===== config.mk =====
export PLATFORM = sky130hd
export DESIGN_NAME = avsd_sar_adc_ctrl_flat
export DESIGN_NICKNAME = d
export VERILOG_FILES = /design/src/rtl/avsd_adc_pkg.sv /design/src/rtl/avsd_sar_adc_ctrl_if.sv /design/src/rtl/avsd_comp_sync.sv /design/src/rtl/avsd_sar_adc_ctrl.sv /design/src/flat_wrapper.sv
export SDC_FILE = /design/constraint.sdc
export NUM_CORES = 1
export LEC_CHECK = 0
export BUFFER_PORTS_ARGS = -buffer_cell sky130_fd_sc_hd__clkbuf_2
export CAP_MARGIN = 20
export CORE_ASPECT_RATIO = 2
export CORE_UTILIZATION = 50
export CTS_CLUSTER_DIAMETER = 150
export CTS_CLUSTER_SIZE = 8
export DETAILED_ROUTE_END_ITERATION = 10
export PLACE_DENSITY = 0.71
export SLEW_MARGIN = 20
export SYNTH_ARGS = -nofsm -noshare
export SYNTH_HDL_FRONTEND = slang
export SYNTH_SLANG_ARGS = --single-unit

===== constraint.sdc =====
create_clock -name CLK -period 2.1 [get_ports CLK]
set_input_delay 0.21 -clock CLK [delete_from_list [all_inputs] [get_ports CLK]]
set_output_delay 0.21 -clock CLK [all_outputs]
set_load 0.02 [all_outputs]

===== src/rtl/avsd_adc_pkg.sv =====
// Shared types and sizing constants for the SAR ADC controller.
// SARADC_COMP_SYNC_EN adds a two-flop delay on the comparator path.
package avsd_adc_pkg;

    typedef enum logic [1:0] {IDLE, SAMPLE, CONVERT, DONE} adc_state_e;

    localparam int ADC_WIDTH_DEF     = 10;
    localparam int SAMPLE_CYCLES_DEF = 4;
    localparam int SETTLE_CYCLES_DEF = 1;

`ifdef SARADC_COMP_SYNC_EN
    localparam int COMP_SYNC_DELAY = 2;
`else
    localparam int COMP_SYNC_DELAY = 0;
`endif

    // Bits needed to hold 0..max_val, never less than one.
    function automatic int cnt_width(input int max_val);
        return (max_val < 2) ? 1 : $clog2(max_val + 1);
    endfunction

    localparam int SAMPLE_CNT_W_DEF = cnt_width(SAMPLE_CYCLES_DEF - 1);
    localparam int SETTLE_CNT_W_DEF = cnt_width(SETTLE_CYCLES_DEF + COMP_SYNC_DELAY);

endpackage


===== src/rtl/avsd_sar_adc_ctrl_if.sv =====
// Result handshake between the SAR ADC controller and the consuming core.
interface avsd_sar_adc_ctrl_if #(
    parameter int WIDTH = avsd_adc_pkg::ADC_WIDTH_DEF
);
    logic [WIDTH-1:0] DATA_OUT;
    logic             DATA_VALID;
    logic             DATA_READY;

    modport master (output DATA_OUT, output DATA_VALID, input DATA_READY);
    modport slave  (input DATA_OUT, input DATA_VALID, output DATA_READY);
endinterface


===== src/rtl/avsd_comp_sync.sv =====
// Two-flop synchronizer for the asynchronous comparator output.
module avsd_comp_sync (
    input  logic CLK,
    input  logic reset_n,
    input  logic d,
    output logic q
);
    logic meta_r;

    // Two-stage capture of the comparator bit.
    always_ff @(posedge CLK or negedge reset_n) begin
        if (!reset_n) begin
            meta_r <= 1'b0;
            q      <= 1'b0;
        end else begin
            meta_r <= d;
            q      <= meta_r;
        end
    end
endmodule


===== src/rtl/avsd_sar_adc_ctrl.sv =====
// Successive-approximation ADC controller: drives DAC trial codes, reads the comparator.
// Define SARADC_COMP_SYNC_EN to resynchronize COMP through avsd_comp_sync.
module avsd_sar_adc_ctrl
    import avsd_adc_pkg::*;
#(
    parameter int WIDTH         = ADC_WIDTH_DEF,
    parameter int SAMPLE_CYCLES = SAMPLE_CYCLES_DEF,
    parameter int SETTLE_CYCLES = SETTLE_CYCLES_DEF
) (
    input  logic             CLK,
    input  logic             reset_n,
    input  logic             START,
    input  logic             COMP,
    output logic [WIDTH-1:0] DAC_CODE,
    output logic             SAMPLE_EN,
    output logic             BUSY,
    avsd_sar_adc_ctrl_if.master res
);
    localparam int WAIT_CYCLES = SETTLE_CYCLES + COMP_SYNC_DELAY;
    localparam int SMP_W       = cnt_width(SAMPLE_CYCLES - 1);
    localparam int SET_W       = cnt_width(WAIT_CYCLES);
    localparam logic [SMP_W-1:0] SMP_LAST = SMP_W'(SAMPLE_CYCLES - 1);
    localparam logic [SET_W-1:0] SET_LAST = SET_W'(WAIT_CYCLES);
    localparam logic [WIDTH-1:0] MSB_MASK = {1'b1, {(WIDTH-1){1'b0}}};

    adc_state_e       state_r;
    logic [SMP_W-1:0] smp_cnt_r;
    logic [SET_W-1:0] set_cnt_r;
    logic [WIDTH-1:0] mask_r;
    logic             load_r;
    logic             comp_use;
    logic [WIDTH-1:0] keep_code;

`ifdef SARADC_COMP_SYNC_EN
    avsd_comp_sync u_comp_sync (
        .CLK     (CLK),
        .reset_n (reset_n),
        .d       (COMP),
        .q       (comp_use)
    );
`else
    assign comp_use = COMP;
`endif

    // Decided code for the bit under test: keep the trial bit only if Vin >= Vdac.
    always_comb begin
        keep_code = DAC_CODE;
        if (comp_use) begin
            keep_code = DAC_CODE;
        end else begin
            keep_code = DAC_CODE & ~mask_r;
        end
    end

    // Conversion FSM with all outputs registered.
    always_ff @(posedge CLK or negedge reset_n) begin
        if (!reset_n) begin
            state_r        <= IDLE;
            smp_cnt_r      <= '0;
            set_cnt_r      <= '0;
            mask_r         <= '0;
            load_r         <= 1'b0;
            DAC_CODE       <= '0;
            SAMPLE_EN      <= 1'b0;
            BUSY           <= 1'b0;
            res.DATA_OUT   <= '0;
            res.DATA_VALID <= 1'b0;
        end else begin
            case (state_r)
                IDLE: begin
                    if (START) begin
                        state_r   <= SAMPLE;
                        smp_cnt_r <= '0;
                        SAMPLE_EN <= 1'b1;
                        BUSY      <= 1'b1;
                        DAC_CODE  <= '0;
                    end
                end
                SAMPLE: begin
                    if (smp_cnt_r == SMP_LAST) begin
                        state_r   <= CONVERT;
                        SAMPLE_EN <= 1'b0;
                        mask_r    <= MSB_MASK;
                        load_r    <= 1'b1;
                        set_cnt_r <= '0;
                    end else begin
                        smp_cnt_r <= smp_cnt_r + SMP_W'(1);
                    end
                end
                CONVERT: begin
                    // DAC_CODE always holds decided bits plus the current trial bit.
                    if (load_r) begin
                        DAC_CODE <= mask_r;
                        load_r   <= 1'b0;
                    end else if (set_cnt_r != SET_LAST) begin
                        set_cnt_r <= set_cnt_r + SET_W'(1);
                    end else begin
                        set_cnt_r <= '0;
                        if (mask_r[0]) begin
                            state_r        <= DONE;
                            res.DATA_OUT   <= keep_code;
                            res.DATA_VALID <= 1'b1;
                            DAC_CODE       <= '0;
                            mask_r         <= '0;
                        end else begin
                            DAC_CODE <= keep_code | (mask_r >> 1);
                            mask_r   <= mask_r >> 1;
                        end
                    end
                end
                DONE: begin
                    if (res.DATA_READY) begin
                        state_r        <= IDLE;
                        res.DATA_VALID <= 1'b0;
                        BUSY           <= 1'b0;
                    end
                end
                default: begin
                    state_r        <= IDLE;
                    DAC_CODE       <= '0;
                    SAMPLE_EN      <= 1'b0;
                    BUSY           <= 1'b0;
                    res.DATA_VALID <= 1'b0;
                end
            endcase
        end
    end
endmodule


===== src/flat_wrapper.sv =====
// flat-port wrapper written by rule: the top's interface ports become plain ports
module avsd_sar_adc_ctrl_flat import avsd_adc_pkg::*;
#(
    parameter int WIDTH         = ADC_WIDTH_DEF,
    parameter int SAMPLE_CYCLES = SAMPLE_CYCLES_DEF,
    parameter int SETTLE_CYCLES = SETTLE_CYCLES_DEF
)
  (CLK, reset_n, START, COMP, DAC_CODE, SAMPLE_EN, BUSY, res_DATA_OUT, res_DATA_VALID, res_DATA_READY);
  avsd_sar_adc_ctrl_if #(.WIDTH(WIDTH)) res_i ();
  input  logic CLK;
  input  logic reset_n;
  input  logic START;
  input  logic COMP;
  output logic [WIDTH-1:0] DAC_CODE;
  output logic SAMPLE_EN;
  output logic BUSY;
  output wire logic [$bits(res_i.DATA_OUT)-1:0] res_DATA_OUT;
  output wire logic [$bits(res_i.DATA_VALID)-1:0] res_DATA_VALID;
  input wire logic [$bits(res_i.DATA_READY)-1:0] res_DATA_READY;
  assign res_DATA_OUT = res_i.DATA_OUT;
  assign res_DATA_VALID = res_i.DATA_VALID;
  assign res_i.DATA_READY = res_DATA_READY;
  avsd_sar_adc_ctrl #(.WIDTH(WIDTH), .SAMPLE_CYCLES(SAMPLE_CYCLES), .SETTLE_CYCLES(SETTLE_CYCLES)) u_core (.CLK(CLK), .reset_n(reset_n), .START(START), .COMP(COMP), .DAC_CODE(DAC_CODE), .SAMPLE_EN(SAMPLE_EN), .BUSY(BUSY), .res(res_i));
endmodule

==> flow_metrics.py, run 1 <==
metrics = {
    "status": {
        "status": "finished, final reports clean",
    },
    "placed_design": {
        "detailedPlacementHpwl_mm": 3.03,
        "weighted_congestion_at_the_end_of_routability_driven_global_placement": 0.849,
        "placement.io_buffers": 27,
        "dpl_worst_slack_ns": 0.255,
    },
    "synth": {
        "synth_warnings": 0,
        "yosysSeqAreaShare_pct": 47.8,
        "synthesis.instances": 198,
        "fraction_of_synthesized_cell_area_taken_by_the_top_area_cell_type_pct": 47.8,
        "syn_area_um2": 2040,
        "postSynthRegisterBits": 39,
        "mappedNetlistNets": 208,
        "post_synth_num_cell_types": 39,
        "netlist_top_cells_area": "dfrtp_1, nand2_1, mux2_4",
        "post_synth.cell_area_avg_um2": 10.3,
        "post-synth-top-area-cell": "dfrtp_1",
    },
    "sta": {
        "fmax_mhz": 542,
        "unrepaired_setup_endpoints_after_global_routing": "no",
        "finalCriticalPeriod_ns": 1.84,
        "final-hold-violation-count": 0,
        "setup_tns_ns": 0,
        "final.period_utilization_pct": 87.8,
        "skew_ns": 0.00749,
        "timing.final.max_slew_violations": 0,
        "setup_viol_count_final": 0,
        "worstMarginPinSlew_ns": 0.407,
        "layout_setup_ws_ns": 0.256,
        "max_slew_margin_pct": 72.9,
    },
    "global_routing": {
        "grt_max_degree": 22,
        "grt_pass1_wl_mm": 6.56,
        "initial_antenna_violation_count": 0,
        "grtUsageTotal_pct": 20.9,
        "number_of_global_route_vias_before_repair": 1525,
        "global_route.overflow_total": 0,
    },
    "routing": {
        "detail_route.drc_violations": 0,
        "ant_nets": 0,
        "route.detailed.wl_per_inst_um": 14.0,
        "vias": 1549,
        "drt-initial-drc-count": 20,
        "drt_wl_total_mm": 3.97,
        "vias_per_cell": 5.47,
        "drt-pass1-iter-count": 4,
    },
    "power_and_ir_drop": {
        "power_frac_seq_pct": 35.6,
        "power.static_leakage_nw": 1.10,
        "net-switching-power_mw": 1.32,
        "cellPowerDensity_nw_per_um2": 1360,
        "clock_power_share_pct": 15.1,
        "comb_power_share_pct": 49.3,
        "power.share.switching_pct": 41.7,
        "report.power.total_mw": 3.17,
        "internal_power_mw": 1.85,
        "vdd_drop_max_mv": 0.844,
    },
    "run": {
        "max_cap_violations": 0,
    },
    "clock_network": {
        "cts_resized": 0,
        "clock_insertion_delay_at_the_later_pin_of_the_skew_report_ns": 0.29,
        "cts.htree.levels": 2,
        "cts-buffers-inserted": 5,
        "cts_sinks": 39,
        "bufs_on_longest_clock_path": 2,
        "root_buffer": "clkbuf_8",
        "cts_tree": "yes",
        "cts.reportedPaths.clkPinSlew_ns": 0.07,
    },
    "cells_and_area": {
        "layout.cells.most_common": "dfrtp_1",
        "diodes": 0,
        "layout_common_cells": "dfrtp_1, nand2_1, clkbuf_2",
        "area.growth.synth_to_final_pct": 14.3,
        "post_route_cells_drive_above_1_share_pct": 25.4,
        "fin_nets": 241,
    },
    "worst_setup_path": {
        "critPathMaxFanout": 12,
        "worst_ep_required_time_ns": 2.27,
        "setup.worst_path.start_class": "register",
        "critical_path_class": "reg -> reg",
        "cp_data_arrival_time_ns": 2.01,
        "worstSetupEndpointType": "register",
    },
    "die": {
        "std_cell_rows": 32,
        "initial_core_util_pct": 52.5,
        "io_pins": 28,
        "die_h_um": 92.4,
        "die_area_um2": 4360,
        "core-area_um2": 3880,
        "die_x_um": 47.2,
    },
    "min_path": {
        "hp-class": "in -> reg",
    },
}
[per-layer routing]
layer / share of wire [%] / track usage (%)
met1: 38 / 20.5
met2: 58 / 37.7
met3: 2.1 / 3.51
met4: 2.0 / 11.2
met5: 0 / 0
[cell type report]
class	count	area, µm²
sequential	39	976
fill	363	1550
multi-input combinational	141	956
timing repair buffer	35	223
inverter	9	33.8
clock inverter	1	5.00
clock buffer	7	76.3
tap	51	63.8
[cells in the mapped netlist (all sizes together)]
cell      n
nor3      3
mux2      9
a22o      3
nand4     2
and3b     1
nor3b     2
ha        5
o21bai    1
nor2b     4
and3      1
inv       9
a32o      1
o21ai    24
nand3b    1
o221ai    1
nand2b    2
a21oi     7
a21o      3
a31oi     8
buf       9
dfrtp    39
a21boi    8
nor2     15
o211ai    2
a32oi     1
nand2    33
o31ai     2
and2b     1
a2111oi   1
[what timing repair did]
item | 4_1_cts | 5_1_grt
hold buffers | 1 | 0
hold endpoints to repair | 10 | 0
setup buffers | 0 | 0
[worst paths after layout]
| path | depth (start not counted) | startpoint | to | slack [ns] |
|---|---|---|---|---|
| worst max-delay path | 5 | u_core.state_r[0] | u_core.res.DATA_OUT[0] | 0.26 |
| worst min-delay path | 4 | res_DATA_READY | u_core.BUSY | 0.26 |
| worst max register to register | 5 | u_core.state_r[0] | u_core.res.DATA_OUT[0] | 0.26 |
| worst min register to register | 2 | u_core.res.DATA_OUT[9] | u_core.res.DATA_OUT[9] | 0.48 |
| max in group asynchronous | 3 | reset_n | u_core.DAC_CODE[0] | 1.23 |
| min in group asynchronous | 2 | reset_n | u_core.res.DATA_OUT[5] | 0.34 |
[kinds of logic (layout without fill, tap and decap cells)]
group | count (synthesis) | count (layout) | synth area share, %
flops | 39 | 39 | 47.8
mux | 9 | 9 | 6.25
buf+inv | 18 | 52 | 5.33
compound gates | 62 | 62 | 20.5
fa+ha+maj | 5 | 5 | 3.07
simple gates | 65 | 65 | 17.0
[flip-flops by register name, indices dropped and copies added (netlist names)]
signal and flops:
u_core.SAMPLE_EN 1, u_core.DAC_CODE 10, u_core.load_r 1, u_core.BUSY 1
u_core.smp_cnt_r 2, u_core.state_r 2, u_core.mask_r 10, u_core.res.DATA_OUT 10
u_core.res.DATA_VALID 1, u_core.set_cnt_r 1
[power by group through the flow]
stage | Sequential, mW | Combinational (mW) | Clock (mW)
global placement | 1.14 | 1.55 | 0
detailed placement | 1.15 | 1.58 | 0
finish | 1.13 | 1.56 | 0.478
floorplan | 1.21 | 1.06 | 0
CTS | 1.13 | 1.59 | 0.497
global route | 1.16 | 1.74 | 0.521
[worst max-delay path: stages (launching register included)]
cell and delay, ns:
dfrtp_1 0.42, inv_1 0.10, ha_1 0.30, buf_4 0.22
nand4_4 0.27, mux2_1 0.41
[metrics by stage]
stage / instances / hold slack, ns / instance area (µm²) / utilization (%)
after floorplan: 198 / -0.0856 / 2040 / -
after global placement: 274 / 0.102 / 2240 / 57.7
after detailed placement: 274 / 0.105 / 2240 / 57.7
after CTS: 283 / 0.254 / 2330 / 60.1
after global routing: 283 / 0.302 / 2330 / 60.1
final: 283 / 0.264 / 2330 / 60.1
(Power assumes the default switching activity.)
==> run 2: changes to the inputs <==
Settings changed: CORE_MARGIN from default to 2.
==> run 2 against run 1 <==
Net effect: routed wire length up 5.9%; sequential share of layout area down 0.60 points; setup slack worse by 0.15 ns; critical path type unchanged.
==> flow_metrics.py, run 2 (synthesis results as in run 1) <==
metrics = {
    "status": {
        "status": "finished, final reports clean",
    },
    "cells_and_area": {
        "layout_common_cells": "dfrtp_1, nand2_1, clkbuf_2",
        "reg_top3": "u_core.DAC_CODE: 10 flops, u_core.mask_r: 10 flops, u_core.res.DATA_OUT: 10 flops",
        "fillerInstances": 347,
        "layoutNonFillerInstCount": 286,
        "diodes": 0,
        "area.growth.synth_to_final_pct": 16.0,
        "fin_nets": 244,
        "layout.cells.most_common": "dfrtp_1",
        "post_route_cells_drive_above_1_share_pct": 27.2,
        "final_core_util_pct": 61.0,
    },
    "global_routing": {
        "global_route.overflow_total": 0,
        "initial_antenna_violation_count": 0,
        "grt_pass1_wl_mm": 7.11,
        "grt_max_degree": 17,
        "number_of_global_route_vias_before_repair": 1569,
        "grtUsageTotal_pct": 20.1,
    },
    "worst_setup_path": {
        "setup.worst_path.start_class": "register",
        "path_cells": "inv_1 -> ha_1 -> nor3b_2 -> nor3_2 -> buf_4 -> nor2_1 -> a31oi_1",
        "cpPeakStageDelay_ns": 0.40,
        "worstSetupEndpointType": "register",
        "worst_path_max_delay_cell": "dfrtp_1",
        "worst_ep_required_time_ns": 2.30,
        "crit_family": "simple AND/OR/NAND/NOR gates",
        "critPathMaxFanout": 10,
        "critical_path_class": "reg -> reg",
        "critical_path_stages": 7,
        "critPathBufInv": 2,
        "r2r.worst_path.cells": 7,
        "cp_data_arrival_time_ns": 2.19,
    },
    "sta": {
        "fmax_mhz": 502,
        "skew_ns": 0.00424,
        "unrepaired_setup_endpoints_after_global_routing": "no",
        "finalCriticalPeriod_ns": 1.99,
        "final.period_utilization_pct": 94.9,
        "final-hold-violation-count": 0,
        "setup_viol_count_final": 0,
        "worstMarginPinSlew_ns": 0.440,
        "timing.final.max_slew_violations": 0,
        "setup_tns_ns": 0,
        "max_slew_margin_pct": 70.6,
    },
    "clock_network": {
        "root_buffer": "clkbuf_8",
        "cts_resized": 0,
        "clock_insertion_delay_at_the_later_pin_of_the_skew_report_ns": 0.29,
        "post_cts_buffers": 0,
        "cts-buffers-inserted": 5,
        "cts.htree.levels": 2,
        "cts_tree": "yes",
        "cts_sinks": 39,
        "cts.reportedPaths.clkPinSlew_ns": 0.07,
        "bufs_on_longest_clock_path": 2,
        "cts_hold_repair.buffers": 1,
    },
    "placed_design": {
        "placement.io_buffers": 27,
        "detailedPlacementHpwl_mm": 3.18,
        "placed_cells_incl_taps": 277,
        "weighted_congestion_at_the_end_of_routability_driven_global_placement": 0.869,
    },
    "die": {
        "initial_core_util_pct": 52.5,
        "std_cell_rows": 32,
        "die_h_um": 94.4,
        "die_x_um": 49.2,
        "die_area_um2": 4640,
        "core-area_um2": 3880,
        "io_pins": 28,
    },
    "power_and_ir_drop": {
        "report.power.total_mw": 3.29,
        "power.static_leakage_nw": 1.12,
        "cellPowerDensity_nw_per_um2": 1390,
        "vdd_drop_max_mv": 0.861,
    },
    "routing": {
        "drt_wl_total_mm": 4.21,
        "detail_route.drc_violations": 0,
        "route.detailed.wl_per_inst_um": 14.7,
        "drt-pass1-iter-count": 4,
        "ant_nets": 0,
        "drt-initial-drc-count": 41,
        "vias_per_cell": 5.36,
        "vias": 1534,
    },
    "run": {
        "max_cap_violations": 0,
    },
    "min_path": {
        "hp-class": "in -> reg",
        "hold_path_depth": 4,
    },
}
## run 2: cell count changes in the layout (fill, tap and decap cells not counted)
cell and change:
clkbuf_8 +1, clkbuf_1 -2, buf_12 -2, buf_4 +5, bufinv_16 +1
## run 2: final timing paths
check | start | to | slack, ns
max | u_core.state_r[0] | u_core.DAC_CODE[8] | 0.11
min | res_DATA_READY | u_core.res.DATA_VALID | 0.25
max reg2reg | u_core.state_r[0] | u_core.DAC_CODE[8] | 0.11
min in group asynchronous | reset_n | u_core.mask_r[8] | 0.37
min reg2reg | u_core.res.DATA_OUT[9] | u_core.res.DATA_OUT[9] | 0.48
max in group asynchronous | reset_n | u_core.res.DATA_OUT[1] | 1.18
## run 2: stage by stage
step	cell area [µm²]	hold slack, ns	worst slack [ns]
final	2370	0.245	0.107
after global routing	2370	0.287	0.0182
after CTS	2370	0.244	0.0943
after detailed placement	2240	0.151	0.171
after global placement	2240	0.148	0.238
after floorplan	2040	-0.0856	0.571
## run 2: per-layer routing
metal | global-route usage (%) | part of all wire [%] | wire length, µm | vias to the layer above
li1 | - | - | - | 763
met1 | 20.5 | 38 | 1600 | 740
met2 | 38.6 | 57 | 2420 | 26
met3 | 3.80 | 3.2 | 133 | 5
met4 | 8.33 | 1.4 | 59 | 0
met5 | 0 | 0 | 0 | -
## run 2: area by class of cell
cell class / count / area [µm²] / area share (%)
clock buffer: 6 / 82.6 / 3.49
clock inverter: 2 / 35.0 / 1.48
inverter: 9 / 33.8 / 1.43
multi-input combinational: 141 / 956 / 40.4
sequential: 39 / 976 / 41.2
tap: 51 / 63.8 / 2.70
timing repair buffer: 38 / 220 / 9.30
## run 2: power breakdown
group          leakage (nW)  switching, mW  internal, mW
logic                 0.575          0.882         0.632
clock network        0.0612          0.262         0.384
registers             0.484          0.189         0.944
total                  1.12           1.33          1.96
## run 2: worst reg2reg max path: stages (launching register included)
cell and delay [ns]:
dfrtp_1 0.40, inv_1 0.08, ha_1 0.36, nor3b_2 0.24, nor3_2 0.36, buf_4 0.23, nor2_1 0.04, a31oi_1 0.20
